==> src/rtl/coin_ctrl_pkg.sv <==
// coin_ctrl_pkg
//   Shared types and constants for the change dispense sequencer.
//   - state_t       : sequencer states (IDLE, LOAD, PICK, CMD, GAP, DONE)
//   - cmd_t         : coin command chosen by coin_pick
//   - VAL_*         : coin values in nickel units
//   - cmd_onehot()  : maps a cmd_t to the {two_dime, dime, nickel} strobe triple
package coin_ctrl_pkg;

  typedef enum logic [2:0] {
    ST_IDLE = 3'd0,
    ST_LOAD = 3'd1,
    ST_PICK = 3'd2,
    ST_CMD  = 3'd3,
    ST_GAP  = 3'd4,
    ST_DONE = 3'd5
  } state_t;

  typedef enum logic [1:0] {
    CMD_NONE     = 2'd0,
    CMD_NICKEL   = 2'd1,
    CMD_DIME     = 2'd2,
    CMD_TWO_DIME = 2'd3
  } cmd_t;

  localparam int unsigned VAL_NICKEL    = 32'd1;
  localparam int unsigned VAL_DIME      = 32'd2;
  localparam int unsigned VAL_TWO_DIME  = 32'd4;
  // Dimes consumed by one two_dime command.
  localparam int unsigned DIMES_PER_TWO = 32'd2;

  // Strobe pattern {two_dime_out, dime_out, nickel_out} for a command.
  function automatic logic [2:0] cmd_onehot(input cmd_t c);
    logic [2:0] bits;
    case (c)
      CMD_NICKEL:   bits = 3'b001;
      CMD_DIME:     bits = 3'b010;
      CMD_TWO_DIME: bits = 3'b100;
      default:      bits = 3'b000;
    endcase
    return bits;
  endfunction

endpackage

==> src/rtl/change_dispense_ctrl_coin_pick.sv <==
// coin_pick
//   Purely combinational greedy coin selection. Every decrement is guarded by
//   its own availability test, so the next-state counts can never wrap.
//   Ports:
//     remaining       in   AMT_W  nickel units still owed
//     nickel_cnt      in   CNT_W  nickels on hand
//     dime_cnt        in   CNT_W  dimes on hand
//     cmd             out  cmd_t  chosen command (CMD_NONE = nothing dispensable)
//     remaining_nxt   out  AMT_W  remaining after the command
//     nickel_cnt_nxt  out  CNT_W  nickels after the command
//     dime_cnt_nxt    out  CNT_W  dimes after the command
module coin_pick
  import coin_ctrl_pkg::*;
#(
  parameter int CNT_W = 8,
  parameter int AMT_W = 8
) (
  input  logic [AMT_W-1:0] remaining,
  input  logic [CNT_W-1:0] nickel_cnt,
  input  logic [CNT_W-1:0] dime_cnt,
  output cmd_t             cmd,
  output logic [AMT_W-1:0] remaining_nxt,
  output logic [CNT_W-1:0] nickel_cnt_nxt,
  output logic [CNT_W-1:0] dime_cnt_nxt
);

  // Largest coin first; first matching rule wins.
  always_comb begin
    cmd            = CMD_NONE;
    remaining_nxt  = remaining;
    nickel_cnt_nxt = nickel_cnt;
    dime_cnt_nxt   = dime_cnt;
    if ((remaining >= AMT_W'(VAL_TWO_DIME)) && (dime_cnt >= CNT_W'(DIMES_PER_TWO))) begin
      cmd           = CMD_TWO_DIME;
      remaining_nxt = remaining - AMT_W'(VAL_TWO_DIME);
      dime_cnt_nxt  = dime_cnt - CNT_W'(DIMES_PER_TWO);
    end else if ((remaining >= AMT_W'(VAL_DIME)) && (dime_cnt >= CNT_W'(1'b1))) begin
      cmd           = CMD_DIME;
      remaining_nxt = remaining - AMT_W'(VAL_DIME);
      dime_cnt_nxt  = dime_cnt - CNT_W'(1'b1);
    end else if ((remaining >= AMT_W'(VAL_NICKEL)) && (nickel_cnt >= CNT_W'(1'b1))) begin
      cmd            = CMD_NICKEL;
      remaining_nxt  = remaining - AMT_W'(VAL_NICKEL);
      nickel_cnt_nxt = nickel_cnt - CNT_W'(1'b1);
    end else begin
      cmd = CMD_NONE;
    end
  end

endmodule

==> src/rtl/change_dispense_ctrl.sv <==
// change_dispense_ctrl
//   Sequencer in front of the coin_counter datapath. Accepts inventory loads
//   and change requests, breaks requests into single registered coin command
//   pulses separated by an idle cycle, keeps a mirror of the inventory and
//   reports completion or an exact-change shortfall.
//   Ports:
//     clk, rst_n                      clock, async active-low reset
//     load_req/load_nickels/load_dimes inventory load request (sampled in IDLE)
//     req_valid/req_amount/req_ready  change request handshake (nickel units)
//     done_valid/done_short/done_remain completion pulse and result
//     load/nickels/dimes              datapath load strobe and values
//     nickel_out/dime_out/two_dime_out datapath dispense strobes
//     empty                           datapath inventory-empty flag
//     nickel_cnt/dime_cnt             mirrored inventory
//     busy                            sequencer not in IDLE
//     sync_err                        sticky mirror/datapath mismatch
module change_dispense_ctrl
  import coin_ctrl_pkg::*;
#(
  parameter int CNT_W = 8,
  parameter int AMT_W = 8
) (
  input  logic             clk,
  input  logic             rst_n,
  input  logic             load_req,
  input  logic [CNT_W-1:0] load_nickels,
  input  logic [CNT_W-1:0] load_dimes,
  input  logic             req_valid,
  input  logic [AMT_W-1:0] req_amount,
  output logic             req_ready,
  output logic             done_valid,
  output logic             done_short,
  output logic [AMT_W-1:0] done_remain,
  output logic             load,
  output logic [CNT_W-1:0] nickels,
  output logic [CNT_W-1:0] dimes,
  output logic             nickel_out,
  output logic             dime_out,
  output logic             two_dime_out,
  input  logic             empty,
  output logic [CNT_W-1:0] nickel_cnt,
  output logic [CNT_W-1:0] dime_cnt,
  output logic             busy,
  output logic             sync_err
);

  localparam logic [2:0] IDLE = ST_IDLE;
  localparam logic [2:0] LOAD = ST_LOAD;
  localparam logic [2:0] PICK = ST_PICK;
  localparam logic [2:0] CMD  = ST_CMD;
  localparam logic [2:0] GAP  = ST_GAP;
  localparam logic [2:0] DONE = ST_DONE;

  logic [2:0]       state_q, state_d;
  logic             load_q, load_d;
  logic [CNT_W-1:0] nickels_q, nickels_d;
  logic [CNT_W-1:0] dimes_q, dimes_d;
  logic             nickel_out_q, nickel_out_d;
  logic             dime_out_q, dime_out_d;
  logic             two_dime_out_q, two_dime_out_d;
  logic             done_valid_q, done_valid_d;
  logic             done_short_q, done_short_d;
  logic [AMT_W-1:0] done_remain_q, done_remain_d;
  logic [AMT_W-1:0] remaining_q, remaining_d;
  logic [CNT_W-1:0] nickel_cnt_q, nickel_cnt_d;
  logic [CNT_W-1:0] dime_cnt_q, dime_cnt_d;
  logic             sync_err_q, sync_err_d;
  logic             chk_skip_q, chk_skip_d;

  logic             pick_go_s;
  logic [AMT_W-1:0] pick_rem_in_s;
  logic [AMT_W-1:0] pick_rem_nxt_s;
  logic [CNT_W-1:0] pick_nickel_nxt_s;
  logic [CNT_W-1:0] pick_dime_nxt_s;
  cmd_t             pick_cmd_s;
  logic [2:0]       cmd_bits_s;
  logic             mirror_empty_s;

  // In IDLE the selection runs on the incoming amount so the first command
  // can be registered on the acceptance edge; in PICK it runs on remaining.
  assign pick_rem_in_s  = (state_q == IDLE) ? req_amount : remaining_q;
  assign mirror_empty_s = (nickel_cnt_q == {CNT_W{1'b0}}) && (dime_cnt_q == {CNT_W{1'b0}});

  coin_pick #(
    .CNT_W (CNT_W),
    .AMT_W (AMT_W)
  ) u_pick (
    .remaining      (pick_rem_in_s),
    .nickel_cnt     (nickel_cnt_q),
    .dime_cnt       (dime_cnt_q),
    .cmd            (pick_cmd_s),
    .remaining_nxt  (pick_rem_nxt_s),
    .nickel_cnt_nxt (pick_nickel_nxt_s),
    .dime_cnt_nxt   (pick_dime_nxt_s)
  );

  // Next-state, command and mirror update logic.
  always_comb begin
    state_d        = state_q;
    load_d         = 1'b0;
    nickels_d      = {CNT_W{1'b0}};
    dimes_d        = {CNT_W{1'b0}};
    nickel_out_d   = 1'b0;
    dime_out_d     = 1'b0;
    two_dime_out_d = 1'b0;
    done_valid_d   = 1'b0;
    done_short_d   = 1'b0;
    done_remain_d  = {AMT_W{1'b0}};
    remaining_d    = remaining_q;
    nickel_cnt_d   = nickel_cnt_q;
    dime_cnt_d     = dime_cnt_q;
    sync_err_d     = sync_err_q;
    chk_skip_d     = 1'b0;
    pick_go_s      = 1'b0;
    cmd_bits_s     = 3'b000;

    case (state_q)
      IDLE: begin
        // The first IDLE cycle after a load gap is skipped so the datapath's
        // empty flag has settled on the freshly loaded counts.
        if (!chk_skip_q && (empty != mirror_empty_s)) begin
          sync_err_d = 1'b1;
        end else begin
          sync_err_d = sync_err_q;
        end
        if (load_req) begin
          state_d      = LOAD;
          load_d       = 1'b1;
          nickels_d    = load_nickels;
          dimes_d      = load_dimes;
          nickel_cnt_d = load_nickels;
          dime_cnt_d   = load_dimes;
          sync_err_d   = 1'b0;
        end else if (req_valid) begin
          pick_go_s = 1'b1;
        end else begin
          state_d = IDLE;
        end
      end
      LOAD: state_d = GAP;
      GAP: begin
        state_d    = IDLE;
        chk_skip_d = 1'b1;
      end
      CMD:  state_d = PICK;
      PICK: pick_go_s = 1'b1;
      DONE: state_d = IDLE;
      default: state_d = IDLE;
    endcase

    // Issue the selected coin, or finish when nothing more can be paid.
    if (pick_go_s) begin
      if (pick_cmd_s == CMD_NONE) begin
        state_d       = DONE;
        done_valid_d  = 1'b1;
        done_short_d  = (pick_rem_in_s != {AMT_W{1'b0}});
        done_remain_d = pick_rem_in_s;
        remaining_d   = {AMT_W{1'b0}};
      end else begin
        state_d      = CMD;
        cmd_bits_s   = cmd_onehot(pick_cmd_s);
        two_dime_out_d = cmd_bits_s[2];
        dime_out_d     = cmd_bits_s[1];
        nickel_out_d   = cmd_bits_s[0];
        remaining_d  = pick_rem_nxt_s;
        nickel_cnt_d = pick_nickel_nxt_s;
        dime_cnt_d   = pick_dime_nxt_s;
      end
    end else begin
      cmd_bits_s = 3'b000;
    end
  end

  // State, registered outputs and inventory mirror.
  always_ff @(posedge clk or negedge rst_n) begin
    if (!rst_n) begin
      state_q        <= IDLE;
      load_q         <= 1'b0;
      nickels_q      <= {CNT_W{1'b0}};
      dimes_q        <= {CNT_W{1'b0}};
      nickel_out_q   <= 1'b0;
      dime_out_q     <= 1'b0;
      two_dime_out_q <= 1'b0;
      done_valid_q   <= 1'b0;
      done_short_q   <= 1'b0;
      done_remain_q  <= {AMT_W{1'b0}};
      remaining_q    <= {AMT_W{1'b0}};
      nickel_cnt_q   <= {CNT_W{1'b0}};
      dime_cnt_q     <= {CNT_W{1'b0}};
      sync_err_q     <= 1'b0;
      chk_skip_q     <= 1'b0;
    end else begin
      state_q        <= state_d;
      load_q         <= load_d;
      nickels_q      <= nickels_d;
      dimes_q        <= dimes_d;
      nickel_out_q   <= nickel_out_d;
      dime_out_q     <= dime_out_d;
      two_dime_out_q <= two_dime_out_d;
      done_valid_q   <= done_valid_d;
      done_short_q   <= done_short_d;
      done_remain_q  <= done_remain_d;
      remaining_q    <= remaining_d;
      nickel_cnt_q   <= nickel_cnt_d;
      dime_cnt_q     <= dime_cnt_d;
      sync_err_q     <= sync_err_d;
      chk_skip_q     <= chk_skip_d;
    end
  end

  // req_ready is gated by rst_n so every output reads 0 while in reset.
  assign req_ready    = rst_n && (state_q == IDLE) && !load_req;
  assign busy         = (state_q != IDLE);
  assign done_valid   = done_valid_q;
  assign done_short   = done_short_q;
  assign done_remain  = done_remain_q;
  assign load         = load_q;
  assign nickels      = nickels_q;
  assign dimes        = dimes_q;
  assign nickel_out   = nickel_out_q;
  assign dime_out     = dime_out_q;
  assign two_dime_out = two_dime_out_q;
  assign nickel_cnt   = nickel_cnt_q;
  assign dime_cnt     = dime_cnt_q;
  assign sync_err     = sync_err_q;

endmodule

==> config.mk <==
export PLATFORM = sky130hd
export DESIGN_NAME = change_dispense_ctrl
export DESIGN_NICKNAME = d
export VERILOG_FILES = /design/src/rtl/coin_ctrl_pkg.sv /design/src/rtl/change_dispense_ctrl_coin_pick.sv /design/src/rtl/change_dispense_ctrl.sv
export SDC_FILE = /design/constraint.sdc
export NUM_CORES = 1
export LEC_CHECK = 0
export CAP_MARGIN = 20
export CORE_MARGIN = 2
export CORE_UTILIZATION = 54
export CTS_CLUSTER_DIAMETER = 40
export DETAILED_ROUTE_END_ITERATION = 10
export PLACE_DENSITY = 0.86
export SLEW_MARGIN = 25
export SYNTH_ARGS = -nofsm -noshare
export SYNTH_HDL_FRONTEND = slang
export SYNTH_SLANG_ARGS = --single-unit
==> constraint.sdc <==
create_clock -name clk -period 9.2 [get_ports clk]
set_input_delay 1.84 -clock clk [delete_from_list [all_inputs] [get_ports clk]]
set_output_delay 1.84 -clock clk [all_outputs]
set_load 0.005 [all_outputs]
=== After elaboration in Yosys (flattened, before gate mapping) ===
Index checks and enable logic that the tools add are counted.

* Output and inout bits: 49
* Bits of input ports: 29
* Flip-flop bits (word level): 59

* $lt $le $gt $ge: 6
* Reductions and logical operators: 19
* Muxes and demuxes: 51
* $add $sub $neg: 6
* Eq/ne operators: 14

{| class="wikitable"
|+ Operator list
! cell !! number
|-
| $mux W8 || 24
|-
| $ge A8 B1 Y1 const B || 3
|-
| $sub A8 B1 Y8 const B || 3
|-
| $mux W1 || 18
|-
| $ge A8 B2 Y1 const B || 2
|-
| $logic_not A8 Y1 || 2
|-
| $sub A8 B2 Y8 const B || 2
|-
| $mux W3 || 4
|-
| $pmux W3 S4 || 1
|-
| $pmux W3 S3 || 1
|-
| $ge A8 B3 Y1 const B || 1
|-
| $reduce_bool A8 Y1 || 1
|-
| $sub A8 B3 Y8 const B || 1
|-
| $logic_and A1 B1 Y1 || 7
|-
| $eq A3 B2 Y1 const B || 2
|-
| $ne A3 B3 Y1 const B || 2
|-
| $eq A2 B2 Y1 const B || 2
|-
| $mux W2 || 2
|-
| $ne A4 B1 Y1 const B || 1
|-
| $ne A4 B4 Y1 const B || 1
|-
| $reduce_and A2 Y1 || 2
|-
| $eq A3 B1 Y1 const B || 1
|-
| $eq A3 B3 Y1 const B || 1
|-
| $logic_not A3 Y1 || 1
|-
| other kinds (10) || 11
|}

=== Longest topological paths before layout ===
Gate-level depths: netlist of run 1.

* Depth in word-level cells: 11
* Mapped depth: 13
* Depth with buffers taken out: 11

=== By module ===
From an unflattened synthesis of run 1, not the netlist that was laid out.

* Cells, all modules: 365
* Area total of the unflattened synthesis: 3,399.5 sq um

{| class="wikitable"
|+ Modules (own cells, without submodules)
! module !! seq. area each (sq um) !! area an instance (sq um) !! times used !! cells an instance
|-
| change_dispense_ctrl || 1,476.4 || 2,283.4 || 1 || 213
|-
| coin_pick || 0.0 || 1,116.1 || 1 || 152
|}

=== Least setup slack after synthesis of run 1 ===
Ideal clock, no wire load.

* Path kind: input-to-reg
* Start point: input req_amount[2]
* End point: register dime_cnt_q[5] (netlist: dime_cnt[5])
* Stages on the path: 9
* Arrival: 3.909 ns
* Setup time: 0.119 ns
* Slack: 5.172 ns
* Path through: mux2i_1 > ha_1 > o21ai_0 > mux2_2 > o21ai_1 > o211ai_2 > or4_1 > o32a_1 > o21a_1

* Cells in the longest elaborated chain, start to end: 9
* Elaborated cells between the ends (all ways): 15
* Those cells by class: 3 x order compare; 1 x eq/ne; 7 x mux; 4 x reduce/logical

{| class="wikitable"
|+ Ends and longest elaborated chain
! item !! RTL line !! source
|-
| from (decl) || change_dispense_ctrl.sv:29 || <nowiki>input logic [AMT_W-1:0] req_amount,</nowiki>
|-
| $mux W8 (*) || change_dispense_ctrl.sv:81 || <nowiki>assign pick_rem_in_s = (state_q == IDLE) ? req_amount : remaining_q;</nowiki>
|-
| $ge A8 B1 Y1 || change_dispense_ctrl_coin_pick.sv:41 || <nowiki>end else if ((remaining >= AMT_W'(VAL_NICKEL)) && (nickel_cnt >= CNT_W'(1'b1))) begin</nowiki>
|-
| $logic_and A1 B1 Y1 || change_dispense_ctrl_coin_pick.sv:41 ||
|-
| $mux W1 || change_dispense_ctrl_coin_pick.sv:41 ||
|-
| $mux W2 || change_dispense_ctrl_coin_pick.sv:37 || <nowiki>end else if ((remaining >= AMT_W'(VAL_DIME)) && (dime_cnt >= CNT_W'(1'b1))) begin</nowiki>
|-
| $mux W2 || change_dispense_ctrl_coin_pick.sv:33 || <nowiki>if ((remaining >= AMT_W'(VAL_TWO_DIME)) && (dime_cnt >= CNT_W'(DIMES_PER_TWO))) begin</nowiki>
|-
| $logic_not A2 Y1 || change_dispense_ctrl.sv:153 || <nowiki>if (pick_cmd_s == CMD_NONE) begin</nowiki>
|-
| $mux W8 || change_dispense_ctrl.sv:153 ||
|-
| $mux W8 || change_dispense_ctrl.sv:152 || <nowiki>if (pick_go_s) begin</nowiki>
|-
| to (signal assigned) || change_dispense_ctrl.sv:189 || <nowiki>dime_cnt_q <= {CNT_W{1'b0}};</nowiki>
|-
| to (signal assigned) || change_dispense_ctrl.sv:205 || <nowiki>dime_cnt_q <= dime_cnt_d;</nowiki>
|-
| to (decl) || change_dispense_ctrl.sv:66 || <nowiki>logic [CNT_W-1:0] dime_cnt_q, dime_cnt_d;</nowiki>
|}

Every way passes the cells marked *; elsewhere a longest branch is shown, timed or not.
A chain may end at the register's enable or synchronous reset.

=== Worst setup path after layout of run 1 ===
* Start point: input load_req
* End point: output req_ready

* Cells in the longest elaborated chain, start to end: 2

{| class="wikitable"
|+ Ends and longest elaborated chain
! item !! RTL line !! source
|-
| from (decl) || change_dispense_ctrl.sv:25 || <nowiki>input logic load_req,</nowiki>
|-
| $logic_not A1 Y1 || change_dispense_ctrl.sv:212 || <nowiki>assign req_ready = rst_n && (state_q == IDLE) && !load_req;</nowiki>
|-
| $logic_and A1 B1 Y1 || change_dispense_ctrl.sv:212 ||
|-
| to (decl) || change_dispense_ctrl.sv:30 || <nowiki>output logic req_ready,</nowiki>
|}

No other way between the ends.

==> results.sh, run 1 <==
export IMPL_post_synth_num_cell_types=54
export IMPL_kind_of_start_point_of_the_critical_path="primary input"
export IMPL_grt_overflow=0
export IMPL_core_region_area_mm2=0.00585
export IMPL_seq_area_frac_synth=0.458
export IMPL_hold_buffer_count_at_cts=0
export IMPL_hold_violations=0
export IMPL_synth_top_area_share=0.458
export IMPL_vias_in_the_first_global_route=2879
export IMPL_netlist_instances=354
export IMPL_port_buffer_count=77
export IMPL_hpwl_um=5760
export IMPL_cp_data_arrival_time_ps=3380
export IMPL_insertedDiodeCount=0
export IMPL_drive_gt1_frac=0.0624
export IMPL_relSlewSlack=0.446
export IMPL_clock_fmax_mhz=191
export IMPL_final_net_count=467
export IMPL_tritoncts_clock_tree="done"
export IMPL_post_drt_wl_per_cell_um=16.6
export IMPL_die_w_um=81.3
export IMPL_power_per_cell_area_mw_per_mm2=333
export IMPL_dieArea_mm2=0.00660
export IMPL_drv_cap=0
export IMPL_yosys_most_used_dff="sky130_fd_sc_hd__dfrtp_1"
export IMPL_power_frac_seq=0.303
export IMPL_finalWeightedCongestion=0.895
export IMPL_synth_enable_flop_cells=0
export IMPL_rsz0062_at_grt="no"
export IMPL_min_period_over_period=0.568
export IMPL_grt_antenna_before_repair=0
export IMPL_finalWorstPathRequiredPeriod_ps=5220
export IMPL_area_growth_synth_to_final_pct=32.2
export IMPL_worst_slew_pin_slew_ps=826
export IMPL_total_power_w=0.00142
export IMPL_grt_first_pass_wirelength_um=13700
export IMPL_p_int_w=0.000825
export IMPL_synth_most_common_cell="sky130_fd_sc_hd__dfrtp_1"
export IMPL_drc_errors=0
export IMPL_finalSetupTns_ps=0
export IMPL_detailedRoute_firstIterationViolations=372
export IMPL_ys_top_cells_by_count="sky130_fd_sc_hd__dfrtp_1 (59), sky130_fd_sc_hd__nor2_1 (41), sky130_fd_sc_hd__nand2_1 (29)"
export IMPL_power_clock_fraction=0.189
export IMPL_clock_insertion_delay_worst_skew_ps=350
export IMPL_detail_route_antenna_nets=0
export IMPL_timing_hold_worst_class="reg2reg"
export IMPL_synth_largest_area_cell="sky130_fd_sc_hd__dfrtp_1"
export IMPL_status="finished clean"
export IMPL_cts_path_max_buffers=2
export IMPL_route_final_wire_length_um=8410
export IMPL_worst_voltage_drop_across_the_vdd_grid_v=0.000224
export IMPL_critPathKind="in2out"
export IMPL_worstPathMaxFanout=17
export IMPL_numCtsBuffers=9
export IMPL_p_leak_nw=1.92
export IMPL_timing_critical_path_required_ps=7360
export IMPL_cts_clk_slew_worst_paths_ps=60
export IMPL_design_portCount=78
export IMPL_synth_top_cells_by_area="sky130_fd_sc_hd__dfrtp_1 (46%), sky130_fd_sc_hd__nor2_1 (4.8%), sky130_fd_sc_hd__and3_1 (4.1%)"
export IMPL_cts_repair_timing_setup_buffer_count=0
export IMPL_setup_viol=0
export IMPL_cts_resized_gates=0
export IMPL_die_height_um=81.3
export IMPL_ctsRootBufferMaster="sky130_fd_sc_hd__clkbuf_8"
export IMPL_setup_worst_path_end_class="output port"
export IMPL_detailedRoute_firstPassIterationCount=5
export IMPL_final_slew_violations=0
export IMPL_via_per_inst=6.02
export IMPL_track_usage=0.273
export IMPL_yosys_register_bits=59
export IMPL_ys_warn_count=0
export IMPL_final_setup_skew_ps=9.38
export IMPL_row_count=28
export IMPL_netlist_area_mm2=0.00322
export IMPL_synthesis_nets=393
export IMPL_switching_share=0.418
export IMPL_syn_area_per_cell_um2=9.10
export IMPL_power_switching_w=0.000593
export IMPL_grt_start_max_net_pins=61
export IMPL_route_vias_total=3058
export IMPL_power_share_combinational=0.508
export IMPL_clock_tree_htree_level_count=3
export IMPL_start_util=0.551
export IMPL_numClockSinks=59
export IMPL_asyncSetResetFlopFracSynth=1.00
-- logic make-up (layout without fill, tap and decap cells) --
| logic type | count (synthesis) | count (layout) | synth area share |
|---|---|---|---|
| buffers and inverters | 35 | 114 | 0.0427 |
| AO/OA/AOI/OAI | 80 | 80 | 0.173 |
| adder cells (fa/ha/maj) | 10 | 10 | 0.0388 |
| flip-flops | 59 | 59 | 0.458 |
| AND/OR/NAND/NOR | 157 | 157 | 0.249 |
| multiplexers | 6 | 6 | 0.0190 |
| XOR/XNOR | 7 | 7 | 0.0190 |
-- layout by cell type, fill, tap and decap left out, types with 2 or more instances in the layout --
cell and n:
sky130_fd_sc_hd__nor2_1 41, sky130_fd_sc_hd__inv_1 18, sky130_fd_sc_hd__nor4_1 10, sky130_fd_sc_hd__nor3b_1 3
sky130_fd_sc_hd__o22a_1 7, sky130_fd_sc_hd__nor2b_1 2, sky130_fd_sc_hd__a21oi_1 19, sky130_fd_sc_hd__nor3_1 18
sky130_fd_sc_hd__nand2_1 29, sky130_fd_sc_hd__xor2_1 2, sky130_fd_sc_hd__a21o_1 3, sky130_fd_sc_hd__bufinv_16 2
sky130_fd_sc_hd__o21a_1 3, sky130_fd_sc_hd__a31oi_1 10, sky130_fd_sc_hd__a211o_1 2, sky130_fd_sc_hd__o21bai_2 2
sky130_fd_sc_hd__clkdlybuf4s50_1 76, sky130_fd_sc_hd__xnor2_1 5, sky130_fd_sc_hd__buf_4 2, sky130_fd_sc_hd__o22ai_1 2
sky130_fd_sc_hd__clkbuf_8 11, sky130_fd_sc_hd__mux2i_1 5, sky130_fd_sc_hd__o31ai_1 2, sky130_fd_sc_hd__o21ai_0 15
sky130_fd_sc_hd__ha_1 10, sky130_fd_sc_hd__or3_1 5, sky130_fd_sc_hd__and3_1 21, sky130_fd_sc_hd__or4_1 4
sky130_fd_sc_hd__nand3_1 12, sky130_fd_sc_hd__dfrtp_1 59, sky130_fd_sc_hd__nand4_1 3, sky130_fd_sc_hd__a221o_1 2
-- metal layers --
metal  vias to the layer above  part of all wire  global-route usage  routed length [um]
met5                         -                 0                   0                   0
met4                         0             0.021               0.125                 176
met3                        18             0.072              0.0500                 606
met2                       142              0.47               0.420                3980
met1                      1471              0.43               0.377                3650
li1                       1427                 -                   -                   -
-- metrics by stage --
| step | hold WS [ps] | cell area [um2] | setup slack (ps) | utilization | instances |
|---|---|---|---|---|---|
| floorplan | 485 | 3220 | 5170 | - | 354 |
| global placement | 477 | 4030 | 4060 | 0.689 | 492 |
| finish | 491 | 4260 | 3980 | 0.728 | 508 |
| detailed placement | 480 | 4030 | 3990 | 0.689 | 492 |
| global route | 533 | 4260 | 3880 | 0.728 | 508 |
| CTS | 495 | 4260 | 4000 | 0.728 | 508 |
-- flip-flops by register name, indices dropped and copies added, names as in the netlist --
signal	count
remaining_q	8
dime_out	1
nickel_out	1
nickel_cnt	8
load	1
dime_cnt	8
dimes	8
state_q	3
done_valid	1
nickels	8
done_remain	8
done_short	1
sync_err	1
chk_skip_q	1
two_dime_out	1
-- final timing paths --
check	cells after the start	slack (ps)	start	endpoint
setup reg to reg	11	5340	state_q[0]	dime_cnt[5]
hold / removal	2	490	sync_err	sync_err
hold reg to reg	2	490	sync_err	sync_err
max in group asynchronous	2	7080	rst_n	done_remain[0]
min in group asynchronous	2	1640	rst_n	dimes[4]
setup / recovery	4	3980	load_req	req_ready
-- critical path, stage by stage --
cell                              delay, ps
sky130_fd_sc_hd__clkdlybuf4s50_1        700
sky130_fd_sc_hd__inv_1                  170
sky130_fd_sc_hd__and3_1                 170
sky130_fd_sc_hd__clkdlybuf4s50_1        500
-- cell type report --
| cell class | count | area (um2) |
|---|---|---|
| well taps | 75 | 93.8 |
| flip-flops and latches | 59 | 1480 |
| repair buffers | 79 | 781 |
| inverters | 19 | 73.8 |
| clock inverters | 4 | 72.6 |
| fillers | 410 | 1590 |
| multi-input cells | 260 | 1610 |
| clock buffers | 12 | 155 |
-- power groups by stage --
stage / sequential [W] / combinational, W / clock [W]
floorplan: 0.000411 / 0.000472 / 0
global placement: 0.000426 / 0.000682 / 0
detailed placement: 0.000428 / 0.000706 / 0
CTS: 0.000425 / 0.000715 / 0.000270
global route: 0.000439 / 0.000797 / 0.000283
finish: 0.000429 / 0.000721 / 0.000268
Note: power is estimated with default switching activity, not from simulation.
==> inputs of run 2 (changes only) <==
CORE_UTILIZATION = 45   (was 54)
PLACE_DENSITY = 0.77   (was 0.86)
clock period = 4.3 ns   (was 9.2 ns; I/O delays follow)
==> run 2 against run 1 <==
Against the previous run:
- via count is 1.3% higher
- sequential power increased by 120%
- die area rose by 19%
- highest routed layer unchanged
- critical endpoint is now dime_cnt[7]
- clock skew rose by 5.4 ps
- non-clock buffer count grew 6
- hold slack improved by 11 ps
- largest cell class unchanged
- cell count rose by 5.3%
- final area increased by 1.0%
==> results.sh, run 2 (synthesis gave the netlist of run 1 again) <==
export IMPL_top_usage_layer="met2"
export IMPL_row_count=30
export IMPL_route_final_wire_length_um=9070
export IMPL_global_route_usage_met2=0.382
export IMPL_core_region_area_mm2=0.00687
export IMPL_cts_path_max_buffers=2
export IMPL_regToRegSetupSlack_ps=750
export IMPL_rsz0062_at_grt="no"
export IMPL_register_to_register_path_depth=13
export IMPL_timing_critical_path_cells="nor3_4, buf_4, inv_4, mux2i_1, ha_1, o21ai_0, mux2_2, o21ai_1, o211ai_2, buf_4, or3_1, a21oi_1, o22ai_1"
export IMPL_crit_path_top_delay_cell="sky130_fd_sc_hd__dfrtp_1"
export IMPL_clock_tree_htree_level_count=3
export IMPL_cell_area_after_placement_mm2=0.00411
export IMPL_multiInputGateArea_mm2=0.00161
export IMPL_area_growth_synth_to_final_pct=33.6
export IMPL_insertedDiodeCount=0
export IMPL_drv_cap=0
export IMPL_postLayoutCellArea_mm2=0.00431
export IMPL_post_drt_wl_per_cell_um=17.0
export IMPL_final_net_count=473
export IMPL_via_per_inst=5.79
export IMPL_ctsRootBufferMaster="sky130_fd_sc_hd__clkbuf_8"
export IMPL_finalSetupTns_ps=0
export IMPL_die_height_um=88.6
export IMPL_mostFrequentLayoutCell="sky130_fd_sc_hd__clkdlybuf4s50_1"
export IMPL_worstReg2RegStart="state_q[0]"
export IMPL_relSlewSlack=0.496
export IMPL_stages_on_worst_setup_path=13
export IMPL_track_usage=0.242
export IMPL_vias_in_the_first_global_route=3054
export IMPL_ff_latch_area_mm2=0.00148
export IMPL_hpwl_um=6390
export IMPL_cts_clk_slew_worst_paths_ps=70
export IMPL_tritoncts_clock_tree="done"
export IMPL_mostFrequentLayoutCells="sky130_fd_sc_hd__clkdlybuf4s50_1 (76), sky130_fd_sc_hd__dfrtp_1 (59), sky130_fd_sc_hd__nor2_1 (41)"
export IMPL_globalRouteMet3Util=0.0448
export IMPL_numClockSinks=59
export IMPL_min_period_over_period=0.825
export IMPL_cp_data_arrival_time_ps=3760
export IMPL_grt_overflow=0
export IMPL_most_prevalent_standard_cell_on_the_critical_path="sky130_fd_sc_hd__buf_4"
export IMPL_grt_start_max_net_pins=60
export IMPL_critPathBufInv=3
export IMPL_design_portCount=78
export IMPL_timing_critical_path_required_ps=4520
export IMPL_critPathCapture="dime_cnt[7]"
export IMPL_cts_resized_gates=0
export IMPL_hold_slack_ps=502
export IMPL_detailedRoute_firstIterationViolations=246
export IMPL_final_slew_violations=0
export IMPL_worst_path_largest_cell_delay_ps=460
export IMPL_grt_antenna_before_repair=0
export IMPL_finalWorstPathRequiredPeriod_ps=3550
export IMPL_fillCellCount=602
export IMPL_critical_path_top_delay_family="compound AO/OA/AOI/OAI gates"
export IMPL_finalWeightedCongestion=0.852
export IMPL_crit_reg2reg_capture="dime_cnt[7]"
export IMPL_port_buffer_count=77
export IMPL_numCtsBuffers=9
export IMPL_setup_worst_path_end_class="flip-flop"
export IMPL_grt_first_pass_wirelength_um=14600
export IMPL_startpoint="state_q[0]"
export IMPL_worst_voltage_drop_across_the_vdd_grid_v=0.000295
export IMPL_timing_hold_worst_class="reg2reg"
export IMPL_status="finished clean"
export IMPL_critPathKind="reg2reg"
export IMPL_worstPathMaxFanout=18
export IMPL_kind_of_start_point_of_the_critical_path="flip-flop"
export IMPL_final_setup_skew_ps=14.8
export IMPL_grt_met1_usage=0.329
export IMPL_die_w_um=88.6
export IMPL_detail_route_antenna_nets=0
export IMPL_start_util=0.469
export IMPL_cts_repair_timing_setup_buffer_count=0
export IMPL_setup_viol=0
export IMPL_hold_violations=0
export IMPL_dieArea_mm2=0.00786
export IMPL_worst_slew_pin_slew_ps=756
export IMPL_drive_gt1_frac=0.0774
export IMPL_clock_insertion_delay_worst_skew_ps=350
export IMPL_detailedRoute_firstPassIterationCount=5
export IMPL_clock_fmax_mhz=282
export IMPL_route_vias_total=3098
export IMPL_p_leak_nw=1.93
export IMPL_drc_errors=0
export IMPL_power_per_cell_area_mw_per_mm2=701
export IMPL_hold_buffer_count_at_cts=0
run 2: per-layer routing:
metal | vias to the layer above | wire (um)
met5 | - | 0
met4 | 0 | 158
met3 | 15 | 556
met2 | 134 | 4340
met1 | 1512 | 4010
li1 | 1437 | -
run 2: final cells by class:
type                       count  share of cell area
clock buffer                   9              0.0288
clock inverter                 7              0.0177
inverter                      19              0.0171
multi-input combinational    260               0.374
sequential                    59               0.343
tap                           96              0.0279
timing repair buffer          85               0.192
run 2: how the worst min path moves through the flow:
stage                              start              to  slack [ps]  cells after the start
after global routing            sync_err        sync_err         560                      2
after global placement          sync_err        sync_err         490                      2
after detailed placement        sync_err        sync_err         490                      2
final                           sync_err        sync_err         500                      2
after floorplan           remaining_q[7]  remaining_q[7]         480                      2
after CTS                       sync_err        sync_err         500                      2
run 2: stage by stage:
step | instances | total power (W) | util | setup WS [ps]
2_1_floorplan | 354 | 0.00189 | - | 962
3_3_place_gp | 519 | 0.00244 | 0.598 | 712
3_5_place_dp | 519 | 0.00248 | 0.598 | 579
4_1_cts | 535 | 0.00301 | 0.627 | 795
5_1_grt | 535 | 0.00323 | 0.627 | 507
6_report | 535 | 0.00302 | 0.627 | 754
run 2: worst min-delay path, delay by kind of cell (launching register included):
kind,cells,cell delay [ps]
simple gates,1,70
compound gates,1,40
flops,1,350
run 2: report_power, final:
group,switching [W],leakage (nW),internal [W]
combinational,0.000870,1.08,0.000712
sequential,0.000203,0.755,0.000720
clock,0.000245,0.0958,0.000270
